$ cat src/rtl/number_entry.sv
// Debounced keypad number entry: qualifies one press per key stroke and builds
// a DIGITS-wide BCD number plus its registered binary value.
module number_entry #(
  parameter int         DIGITS    = 3,
  parameter int         DEBOUNCE  = 100000,
  parameter int         WRAP_MODE = 1,
  parameter logic [4:0] IDLE_CODE = 5'd17,
  localparam int        W         = $clog2(10 ** DIGITS),
  localparam int        CW        = $clog2(DIGITS + 1)
) (
  input  logic                clk,
  input  logic                rest_n,
  input  logic                clr,
  input  logic [4:0]          key_value,
  output logic [4*DIGITS-1:0] out_bcd,
  output logic [W-1:0]        out_d_number,
  output logic [CW-1:0]       digit_cnt,
  output logic                full,
  output logic                key_accept,
  output logic [1:0]          dbg_state
);

  localparam int             BW     = 4 * DIGITS;
  localparam int             CNTW   = $clog2(DEBOUNCE + 1);
  localparam logic [CNTW-1:0] DEB_M1 = CNTW'(DEBOUNCE - 1);

  typedef enum logic [1:0] {
    ST_IDLE      = 2'd0,
    ST_PRESS_CNT = 2'd1,
    ST_HELD      = 2'd2,
    ST_REL_CNT   = 2'd3
  } state_t;

  state_t          state_q, state_d;
  logic [CNTW-1:0] cnt_q, cnt_d;
  logic [4:0]      code_q, code_d;
  logic            accept_d;

  logic [BW-1:0]   bcd_d;
  logic [CW-1:0]   dcnt_d;
  logic [W-1:0]    bin;

  logic            is_digit, is_clear, is_bs;
  logic [3:0]      digit;

  assign dbg_state = state_q;
  assign full      = (digit_cnt == CW'(DIGITS));

  always_ff @(posedge clk or negedge rest_n) begin
    if (!rest_n) begin
      state_q    <= ST_IDLE;
      cnt_q      <= '0;
      code_q     <= IDLE_CODE;
      key_accept <= 1'b0;
    end else begin
      state_q    <= state_d;
      cnt_q      <= cnt_d;
      code_q     <= code_d;
      key_accept <= accept_d;
    end
  end

  // The press counter also times the release, so a key can only be accepted
  // again after a fully qualified idle period.
  always_comb begin
    state_d  = state_q;
    cnt_d    = cnt_q;
    code_d   = code_q;
    accept_d = 1'b0;
    case (state_q)
      ST_IDLE: begin
        if (key_value != IDLE_CODE) begin
          state_d = ST_PRESS_CNT;
          code_d  = key_value;
          cnt_d   = CNTW'(1);
        end
      end
      ST_PRESS_CNT: begin
        if (key_value == IDLE_CODE) begin
          state_d = ST_IDLE;
          cnt_d   = '0;
        end else if (key_value != code_q) begin
          code_d = key_value;
          cnt_d  = CNTW'(1);
        end else if (cnt_q == DEB_M1) begin
          state_d  = ST_HELD;
          cnt_d    = '0;
          accept_d = 1'b1;
        end else begin
          cnt_d = cnt_q + CNTW'(1);
        end
      end
      ST_HELD: begin
        if (key_value == IDLE_CODE) begin
          state_d = ST_REL_CNT;
          cnt_d   = CNTW'(1);
        end
      end
      ST_REL_CNT: begin
        if (key_value != IDLE_CODE) begin
          state_d = ST_HELD;
          cnt_d   = '0;
        end else if (cnt_q == DEB_M1) begin
          state_d = ST_IDLE;
          cnt_d   = '0;
        end else begin
          cnt_d = cnt_q + CNTW'(1);
        end
      end
      default: begin
        state_d = ST_IDLE;
        cnt_d   = '0;
      end
    endcase
  end

  // code_q equals key_value on the qualifying cycle, so decode the latched copy.
  always_comb begin
    is_digit = 1'b1;
    is_clear = 1'b0;
    is_bs    = 1'b0;
    digit    = 4'd0;
    case (code_q)
      5'd13: digit = 4'd0;
      5'd8:  digit = 4'd1;
      5'd9:  digit = 4'd2;
      5'd10: digit = 4'd3;
      5'd4:  digit = 4'd4;
      5'd5:  digit = 4'd5;
      5'd6:  digit = 4'd6;
      5'd0:  digit = 4'd7;
      5'd1:  digit = 4'd8;
      5'd2:  digit = 4'd9;
      5'd12: begin
        is_digit = 1'b0;
        is_clear = 1'b1;
      end
      5'd14: begin
        is_digit = 1'b0;
        is_bs    = 1'b1;
      end
      default: is_digit = 1'b0;
    endcase
  end

  always_comb begin
    bcd_d  = out_bcd;
    dcnt_d = digit_cnt;
    if (clr) begin
      bcd_d  = '0;
      dcnt_d = '0;
    end else if (accept_d) begin
      if (is_digit) begin
        if (!(digit_cnt == '0 && digit == 4'd0)) begin
          if (!full) begin
            bcd_d  = (out_bcd << 4) | BW'(digit);
            dcnt_d = digit_cnt + CW'(1);
          end else if (WRAP_MODE != 0) begin
            bcd_d = (out_bcd << 4) | BW'(digit);
          end
        end
      end else if (is_clear) begin
        bcd_d  = '0;
        dcnt_d = '0;
      end else if (is_bs && digit_cnt != '0) begin
        bcd_d  = out_bcd >> 4;
        dcnt_d = digit_cnt - CW'(1);
      end
    end
  end

  // Horner evaluation, most significant digit first.
  always_comb begin
    bin = '0;
    for (int i = DIGITS - 1; i >= 0; i--) begin
      bin = bin * W'(10) + W'(out_bcd[4*i +: 4]);
    end
  end

  always_ff @(posedge clk or negedge rest_n) begin
    if (!rest_n) begin
      out_bcd      <= '0;
      digit_cnt    <= '0;
      out_d_number <= '0;
    end else begin
      out_bcd      <= bcd_d;
      digit_cnt    <= dcnt_d;
      out_d_number <= bin;
    end
  end

endmodule

$ cat config.mk
export PLATFORM = sky130hd
export DESIGN_NAME = number_entry
export DESIGN_NICKNAME = d
export VERILOG_FILES = /design/src/rtl/number_entry.sv
export SDC_FILE = /design/constraint.sdc
export NUM_CORES = 1
export LEC_CHECK = 0
export ABC_AREA = 1
export CORE_UTILIZATION = 50
export CTS_CLUSTER_DIAMETER = 40
export DETAILED_ROUTE_END_ITERATION = 7
export PLACE_DENSITY_LB_ADDON = 0.12
export SYNTH_ARGS = -nofsm -noshare
export SYNTH_HDL_FRONTEND = slang
export SYNTH_SLANG_ARGS = --single-unit
$ cat constraint.sdc
create_clock -name clk -period 4.3 [get_ports clk]
set_input_delay 0.86 -clock clk [delete_from_list [all_inputs] [get_ports clk]]
set_output_delay 0.86 -clock clk [all_outputs]
set_load 0.01 [all_outputs]
# Word-level counts from Yosys, hierarchy flattened
# Index checks and enable logic that the tools add are counted.
[word_totals]
reg_bits = 49
latch_bits = 0
ramBits = 0
rom_bits = 0
inputBits = 8
out_inout_bits = 28
word_cells = 99
memories = 0
[op_classes]
n_addsub = 5
n_mul = 2
n_div = 0
order_cmp = 0
n_eq_ne = 28
shifts = 0
muxes = 40
bitwise = 1
reduce_logical = 16
[ops]
columns = ["op", "n"]
rows = [
  ["2-to-1 mux 17 bit", 6],
  ["2-to-1 mux 12 bit", 6],
  ["case mux 17 bit (4 select lines)", 1],
  ["case mux 4 bit (9 select lines)", 1],
  ["== test 5 x 4 -> 1 bit, second input constant", 6],
  ["2-to-1 mux 2 bit", 14],
  ["adder 17 x 1 -> 17 bit, second input constant", 1],
  ["== test 17 bit, second input constant", 1],
  ["== test 5 x 3 -> 1 bit, second input constant", 3],
  ["2-to-1 mux 5 bit", 3],
  ["inequality test 3 bit, second input constant", 5],
  ["OR 12 x 4 -> 12 bit", 1],
  ["adder 10 x 4 -> 10 bit", 1],
  ["case mux 5 bit (2 select lines)", 1],
  ["OR reduction 10 bit", 1],
  ["adder 8 x 4 -> 9 bit", 1],
  ["multiplier 9 x 3 -> 9 bit, second input constant", 1],
  ["inequality test 2 bit, second input constant", 4],
  ["case mux 2 bit (4 select lines)", 1],
  ["AND reduction 4 bit", 2],
  ["multiplier 4 x 3 -> 7 bit, second input constant", 1],
  ["2-to-1 mux 1 bit", 7],
  ["== test 2 bit, second input constant", 3],
  ["nonzero test 2 bit", 3],
  ["other kinds (16)", 18],
]

# Depth between registers and ports, before layout
# Gate-level depths: netlist (run 1).
[logic_depth]
depth_word = 8
mapped_depth = 19
ltp_nobuf = 19

# Worst setup path after synthesis (run 1)
# Ideal clock, no wire load.
[synth_timing]
path_type = "reg-to-reg"
startpoint = "register out_bcd[9]"
endpoint = "register out_d_number[9]"
setup_time_ns = 0.118
t_arrival_ns = 3.242
required_ns = 4.182
setup_slack_ns = 0.940
path_stages_with_launch = 18
n_path_buf = 0
period_less_slack_ns = 3.360
path_cell_list = "dfrtp_1 -> ha_1 -> ha_1 -> fa_1 -> inv_1 -> o21ai_0 -> nand2_1 -> inv_1 -> ha_1 -> ha_1 -> nand2_1 -> o21ai_0 -> xor2_1 -> nand2_1 -> nand3_1 -> nand2_1 -> nand2_1 -> nand2_1"
[synth_via]
elab_chain_len = 4
[synth_lines]
columns = ["item", "line", "text"]
rows = [
  ["from (decl)", "15", "output logic [4*DIGITS-1:0] out_bcd,"],
  ["from (signal assigned)", "182", "out_bcd <= '0;"],
  ["from (signal assigned)", "186", "out_bcd <= bcd_d;"],
  ["multiplier 4 x 3 -> 7 bit", "176", "bin = bin * W'(10) + W'(out_bcd[4*i +: 4]);"],
  ["adder 8 x 4 -> 9 bit", "176", ""],
  ["multiplier 9 x 3 -> 9 bit", "176", ""],
  ["adder 10 x 4 -> 10 bit", "176", ""],
  ["net bin[9]", "41", "logic [W-1:0] bin;"],
  ["to (signal assigned)", "188", "out_d_number <= bin;"],
  ["to (decl)", "16", "output logic [W-1:0] out_d_number,"],
]
# The timed path passes the listed nets, and every way through them passes these cells.
# A chain may end at the register's enable or synchronous reset.

# Final worst setup path (run 1)
# Ends and elaborated chain as after synthesis.

==> impl_results.md, run 1 <==
* # rows at 30
* First-pass GRT wire length at 13.8 mm
* Register area share after synthesis at 33.7%
* Mapped Cells at 491
* Cts hold-fix bufs at 0
* IO Pins at 36
* Leak at 2.12 nW
* Final Power at 1.86 mW
* Core Util, Final at between 60% and 70%
* Die width at 87.4 um
* Nets at 564
* Asr flop ratio synth at 100%
* Filler cells at approximately 650
* Worst Hold Depth at 0
* H-tree Lvls at 2
* Post-synthesis cell type count at 37
* Post-synthesis simple-gate area fraction at 33.5%
* XOR/XNOR Fraction of Synth Area at 5.05%
* Critical path's slowest cell: fa_1
* Routed Antenna Nets at 0
* Pwr dens at approximately 450 nW/um2
* Vias in the first global route at 3136
* Port bufs at 35
* Die ar. at 7630 um2
* Antenna violations before repair at 0
* Yosys reg bits at 49
* Layout cells sized above 1 at 6.82%
* GRT overflow at 0
* Post-Synth Adder-Cell Area at between 10 and 15%
* Crit path kind: reg -> reg
* HP Class: reg -> reg
* GRT Total Usage at 22.8%
* Main combinational cell family by area after synthesis: simple AND/OR/NAND/NOR gates
* Run status: complete, no violations
* Net Count, Synth at around 530
* Warnings, synthesis at 0
* Initial core utilization at 52.7%
* 1st-iter DRT viols at 179
* Worst slew pin tran at 1.09 ns
* Post-synth EDFFs at 0
* Cells on worst reg2reg path at 17
* DRC viols at 0
* Post-CTS setup buffers at 0
* Max Slew Vio Count at 0
* Worst vdd ir at 313 uV
* Worst path cell trace: ha_1, ha_1, fa_1, inv_1, o21ai_0, nand2_1, inv_1, ha_1, ha_1, nand2_1, o21ai_0, xor2_1, nand2_1, nand3_1, nand2_1, nand2_1, nand2_1
* First-pass iteration count of the detailed router at 4
* Worst path depth at 17
* CTS Buffer Depth at 2
* CTS tree: built
* Clock Pin Slew Worst Setup and Hold Paths at 0.10 ns
* DR vias/cell at 5.18
* Chip Height at 87.4 um
* Synth Area in Compound Gates at under 10%
* Critical Path Max Stage Delay at 0.50 ns
* Tmin final at about 3.7 ns
* Reg area at 1230 um2
* Total routed wirelength at 7.92 mm
* Mux contribution to synthesized area at 0%
* Syn avg cell area at 7.42 um2
* Worst endpoint required time at around 4.5 ns
* Crit Path Max Fanout at 6
* Most common cell after layout, fill and taps aside: nand2_1
* Via count at around 3.2k
* Crit path max-delay family: adder cells
* GP Congestion at 0.918
* CP Data Arrival Time at roughly 3.9 ns
* ANT cells at 0
* RSZ-0062 raised after global routing: false
* Final hold violation count at 0
* CTS buffer count at 5
* Worst-skew pair later-pin latency at 0.31 ns
* Total core area at about 6900 um2
* CP most frequent cell: nand2_1
* Most frequent cells in the layout: 148 x nand2_1, 60 x inv_1, 47 x dfrtp_1
* Post-Place Setup Slack at 0.594 ns
* Final Setup Violations at 0
* Max Clock Freq at 270 MHz
* Footprint of the multi-input gates at between 2000 and 2500 um2
* Rel. slew slack at between 20% and 30%
* CTS root buffer: clkbuf_8
* Critical Path Start Type: flop
* Final Worst Setup Slack at ~0.6 ns
* Post-DP HPWL at about 6 mm
* Max_cap viols at 0
* # resized after CTS at 0
* Mapped Area at 3640 um2
* Worst Skew at 0.00763 ns
* Layout area overhead at 14.3%
* TNS Setup at 0 ns
* CP endpoint kind: flop
* Main flop type after synthesis: dfrtp_1
* Average routed wire per standard cell at 12.7 um
* Largest net degree at the start of global routing at 50
* Clk sink count at 49
* Buffers & Inverters on Critical Path at 2
* Fin crit share at 86.0%
[cell usage after synthesis, drive strengths merged, types with 2 or more instances]
library cell	number	area share [%]
a21oi	10	1.7
a31oi	3	0.52
buf	6	1.6
dfrtp	47	32
dfstp	2	1.4
fa	4	2.2
ha	25	8.6
inv	68	7.0
nand2	153	16
nand3	48	7.1
nand3b	9	1.9
nand4	14	2.4
nor2	34	3.8
nor3	11	1.5
o211ai	2	0.41
o21ai	20	2.9
o21bai	2	0.52
o22ai	6	1.0
xnor2	7	1.7
xor2	14	3.4
[power by group]
part / total, mW / internal, mW / switching, mW
Clock: 0.342 / 0.174 / 0.168
Combinational: 0.826 / 0.335 / 0.490
Sequential: 0.693 / 0.566 / 0.127
[registers in the layout, indices dropped and copies added, names as in the netlist, named ones only]
name          flops
cnt_q            17
out_bcd          12
out_d_number     10
code_q            5
digit_cnt         2
dbg_state         1
key_accept        1
[per-stage QoR]
| stage | hold WS [ns] | std cells | instance area, um2 |
|---|---|---|---|
| finish | 0.488 | 624 | 4160 |
| detailed placement | 0.452 | 616 | 4050 |
| global route | 0.496 | 624 | 4160 |
| floorplan | 0.396 | 491 | 3640 |
| global placement | 0.452 | 616 | 4050 |
| CTS | 0.480 | 624 | 4160 |
[worst paths after layout]
path	end	start	slack, ns
max reg2reg	out_d_number[9]$_DFF_PN0_	out_bcd[9]$_DFFE_PN0P_	0.60
max in group asynchronous	cnt_q[12]$_DFFE_PN0P_	rest_n	2.89
min reg2reg	out_d_number[0]$_DFF_PN0_	out_bcd[0]$_DFFE_PN0P_	0.49
min	out_d_number[0]$_DFF_PN0_	out_bcd[0]$_DFFE_PN0P_	0.49
max	out_d_number[9]$_DFF_PN0_	out_bcd[9]$_DFFE_PN0P_	0.60
min in group asynchronous	cnt_q[6]$_DFFE_PN0P_	rest_n	0.74
[routing by layer]
metal / wire (um) / vias to the layer above / track usage, %
li1: - / 1668 / -
met1: 3750 / 1474 / 30.1
met2: 3700 / 84 / 39.7
met3: 372 / 9 / 2.84
met4: 102 / 0 / 5.37
met5: 0 / - / 0
[logic make-up after synthesis]
logic type | count (synthesis)
compound gates | 46
xor+xnor | 21
fa+ha+maj | 29
buf+inv | 75
flops | 49
simple gates | 271
[cell type report]
type	count	area share, %
Clock buffer	5	1.65
Clock inverter	3	1.11
Inverter	69	6.22
Multi-Input combinational cell	367	50.3
Sequential cell	49	29.5
Tap cell	96	2.89
Timing Repair Buffer	35	8.30
(Power assumes the default switching activity.)
==> run 2, diff against run 1 <==
--- a/config.mk
+++ b/config.mk
@@ -9,6 +9,7 @@
 export CORE_UTILIZATION = 50
 export CTS_CLUSTER_DIAMETER = 40
 export DETAILED_ROUTE_END_ITERATION = 7
+export HOLD_SLACK_MARGIN = 0.15
 export PLACE_DENSITY_LB_ADDON = 0.12
 export SYNTH_ARGS = -nofsm -noshare
 export SYNTH_HDL_FRONTEND = slang
==> results of run 2 <==
Same layout as run 1: the final DEF is identical, and so are final timing and power.
==> run 3, diff against run 2 <==
--- a/config.mk
+++ b/config.mk
@@ -6,7 +6,10 @@
 export NUM_CORES = 1
 export LEC_CHECK = 0
 export ABC_AREA = 1
-export CORE_UTILIZATION = 50
+export CELL_PAD_IN_SITES_DETAIL_PLACEMENT = 0
+export CELL_PAD_IN_SITES_GLOBAL_PLACEMENT = 1
+export CORE_ASPECT_RATIO = 0.9
+export CORE_UTILIZATION = 42
 export CTS_CLUSTER_DIAMETER = 40
 export DETAILED_ROUTE_END_ITERATION = 7
 export HOLD_SLACK_MARGIN = 0.15
==> run 3 against run 2 <==
Setup slack better by 0.10 ns. Critical endpoint unchanged. Critical path type unchanged. Critical path depth stayed put. Core utilization is 9.0 points lower.
==> impl_results.md, run 3 (same netlist as run 1, synthesis figures left out) <==
* Worst-skew pair later-pin latency at 0.30 ns (was 0.31 ns)
* H-tree Lvls at 2 (unchanged)
* CP most frequent cell: nand2_1 (unchanged)
* Die ar. at 9050 um2 (was 7630 um2)
* Core Util, Final at 51.2% (was 60.3%)
* Max Slew Vio Count at 0 (unchanged)
* CP endpoint kind: flop (unchanged)
* Final Instance Area at 4210 um2 (was 4160 um2)
* M1 wire length at 4.14 mm (was 3.75 mm)
* Initial core utilization at 44.3% (was 52.7%)
* # rows at 31 (was 30)
* Clock Pin Slew Worst Setup and Hold Paths at 0.09 ns (was 0.10 ns)
* CTS buffer count at 5 (unchanged)
* Pwr dens at 453 nW/um2 (was 447 nW/um2)
* DRC viols at 0 (unchanged)
* Routed wl met2 at 3.73 mm (was 3.70 mm)
* Via count at 3232 (was 3235)
* Fin crit share at 83.7% (was 86.0%)
* CTS tree: built (unchanged)
* GRT Total Usage at 19.7% (was 22.8%)
* Nets at 565 (was 564)
* Tmin final at 3.60 ns (was 3.70 ns)
* Routed Antenna Nets at 0 (unchanged)
* GP Congestion at 0.873 (was 0.918)
* Die width at 100 um (was 87.4 um)
* Most common cell after layout, fill and taps aside: nand2_1 (unchanged)
* Layout cells sized above 1 at 6.99% (was 6.82%)
* GRT overflow at 0 (unchanged)
* Total routed wirelength at 8.22 mm (was 7.92 mm)
* Cells on worst reg2reg path at 17 (unchanged)
* Max Clock Freq at 278 MHz (was 270 MHz)
* DR vias/cell at 5.02 (was 5.18)
* Filler cells at 807 (was 645)
* # resized after CTS at 0 (unchanged)
* Max FFs per register at 17 (unchanged)
* Max_cap viols at 0 (unchanged)
* First-pass iteration count of the detailed router at 5 (was 4)
* Worst endpoint required time at 4.49 ns (was 4.50 ns)
* Layout area overhead at 15.7% (was 14.3%)
* CP Data Arrival Time at 3.79 ns (was 3.90 ns)
* Final Hold Slack at 0.505 ns (was 0.488 ns)
* RSZ-0062 raised after global routing: false (unchanged)
* Final hold violation count at 0 (unchanged)
* Met3 WL at 277 um (was 372 um)
* R2R Setup Slk at 0.70 ns (was 0.60 ns)
* Vias in the first global route at 3093 (was 3136)
* HP Class: reg -> reg (unchanged)
* Total core area at 8220 um2 (was 6910 um2)
* IO Pins at 36 (unchanged)
* Run status: complete, no violations (unchanged)
* Crit path kind: reg -> reg (unchanged)
* Top reg by flops: cnt_q (unchanged)
* Critical Path Start Type: flop (unchanged)
* Critical path's slowest cell: fa_1 (unchanged)
* Chip Height at 90.3 um (was 87.4 um)
* Largest net degree at the start of global routing at 50 (unchanged)
* Critical Path Max Stage Delay at 0.50 ns (about the same)
* Post-DP HPWL at 6.30 mm (was 6.01 mm)
* Final Worst Setup Slack at 0.700 ns (was 0.600 ns)
* Final Setup Violations at 0 (unchanged)
* Rel. slew slack at 53.8% (was 27.5%)
* First-pass GRT wire length at 14.5 mm (was 13.8 mm)
* CTS root buffer: clkbuf_8 (unchanged)
* Post-CTS setup buffers at 0 (unchanged)
* Most frequent cells in the layout: 148 x nand2_1, 60 x inv_1, 47 x dfrtp_1 (unchanged)
* Worst path cell trace: ha_1, ha_1, fa_1, inv_1, o21ai_0, nand2_1, inv_1, ha_1, ha_1, nand2_1, o21ai_0, xor2_1, nand2_1, nand3_1, nand2_1, nand2_1, nand2_1 (unchanged)
* ANT cells at 0 (unchanged)
* Top Metal Used: met4 (unchanged)
* Biggest regs: cnt_q (17), out_bcd (12), out_d_number (10) (unchanged)
* Worst Skew at 0.0112 ns (was 0.00763 ns)
* Worst vdd ir at 311 uV (was 313 uV)
* Clk sink count at 49 (unchanged)
* Worst slew pin tran at 0.688 ns (was 1.09 ns)
* Worst Hold Depth at 0 (unchanged)
* Antenna violations before repair at 0 (unchanged)
* Post-Place Setup Slack at 0.716 ns (was 0.594 ns)
* Cts hold-fix bufs at 0 (unchanged)
* 1st-iter DRT viols at 133 (was 179)
* Crit Path Max Fanout at 6 (unchanged)
* Port bufs at 35 (unchanged)
* TNS Setup at 0 ns (unchanged)
* Leak at 2.13 nW (was 2.12 nW)
* DP Area at 4080 um2 (was 4050 um2)
* CTS Buffer Depth at 2 (unchanged)
* Average routed wire per standard cell at 12.8 um (was 12.7 um)
run 3: changes by cell type in the layout (fill, tap and decap cells not counted), sizes merged:
cell	before	now
buf	1	2
bufinv	1	2
clkinvlp	1	0
run 3: metrics by stage:
step	std cells	total power [mW]
after floorplan	491	1.26
after global placement	636	1.53
after detailed placement	636	1.53
after CTS	644	1.93
after global routing	644	2.06
final	644	1.91
run 3: path summary, 6_finish.rpt:
path	from	to
max	out_bcd[9]$_DFFE_PN0P_	out_d_number[9]$_DFF_PN0_
max reg2reg	out_bcd[9]$_DFFE_PN0P_	out_d_number[9]$_DFF_PN0_
min reg2reg	out_bcd[0]$_DFFE_PN0P_	out_d_number[0]$_DFF_PN0_
min in group asynchronous	rest_n	cnt_q[5]$_DFFE_PN0P_
max in group asynchronous	rest_n	out_d_number[0]$_DFF_PN0_
min	out_bcd[0]$_DFFE_PN0P_	out_d_number[0]$_DFF_PN0_
run 3: worst max-delay path, delay by kind of cell (launching register included):
family	cells	cell delay, ns
fa+ha+maj	5	1.61
compound gates	2	0.50
simple gates	7	0.48
flops	1	0.46
xor+xnor	1	0.27
buf+inv	2	0.14
run 3: routing by layer:
metal	global-route usage, %	up-vias
li1	-	1665
met1	28.3	1498
met2	31.6	62
met5	0	-
met3	2.71	7
met4	4.11	0
run 3: area by class of cell:
class	count	area (um2)	share of cell area, %
Clock buffer	5	68.8	1.63
Tap cell	115	144	3.42
Sequential cell	49	1230	29.2
Timing Repair Buffer	36	353	8.38
Inverter	69	259	6.15
Clock inverter	3	65.1	1.54
Multi-Input combinational cell	367	2090	49.7
run 3: where the power goes:
part | internal (mW) | total [mW] | switching (mW)
sequential | 0.566 | 0.692 | 0.127
clock | 0.231 | 0.391 | 0.160
combinational | 0.335 | 0.824 | 0.489
total | 1.13 | 1.91 | 0.776
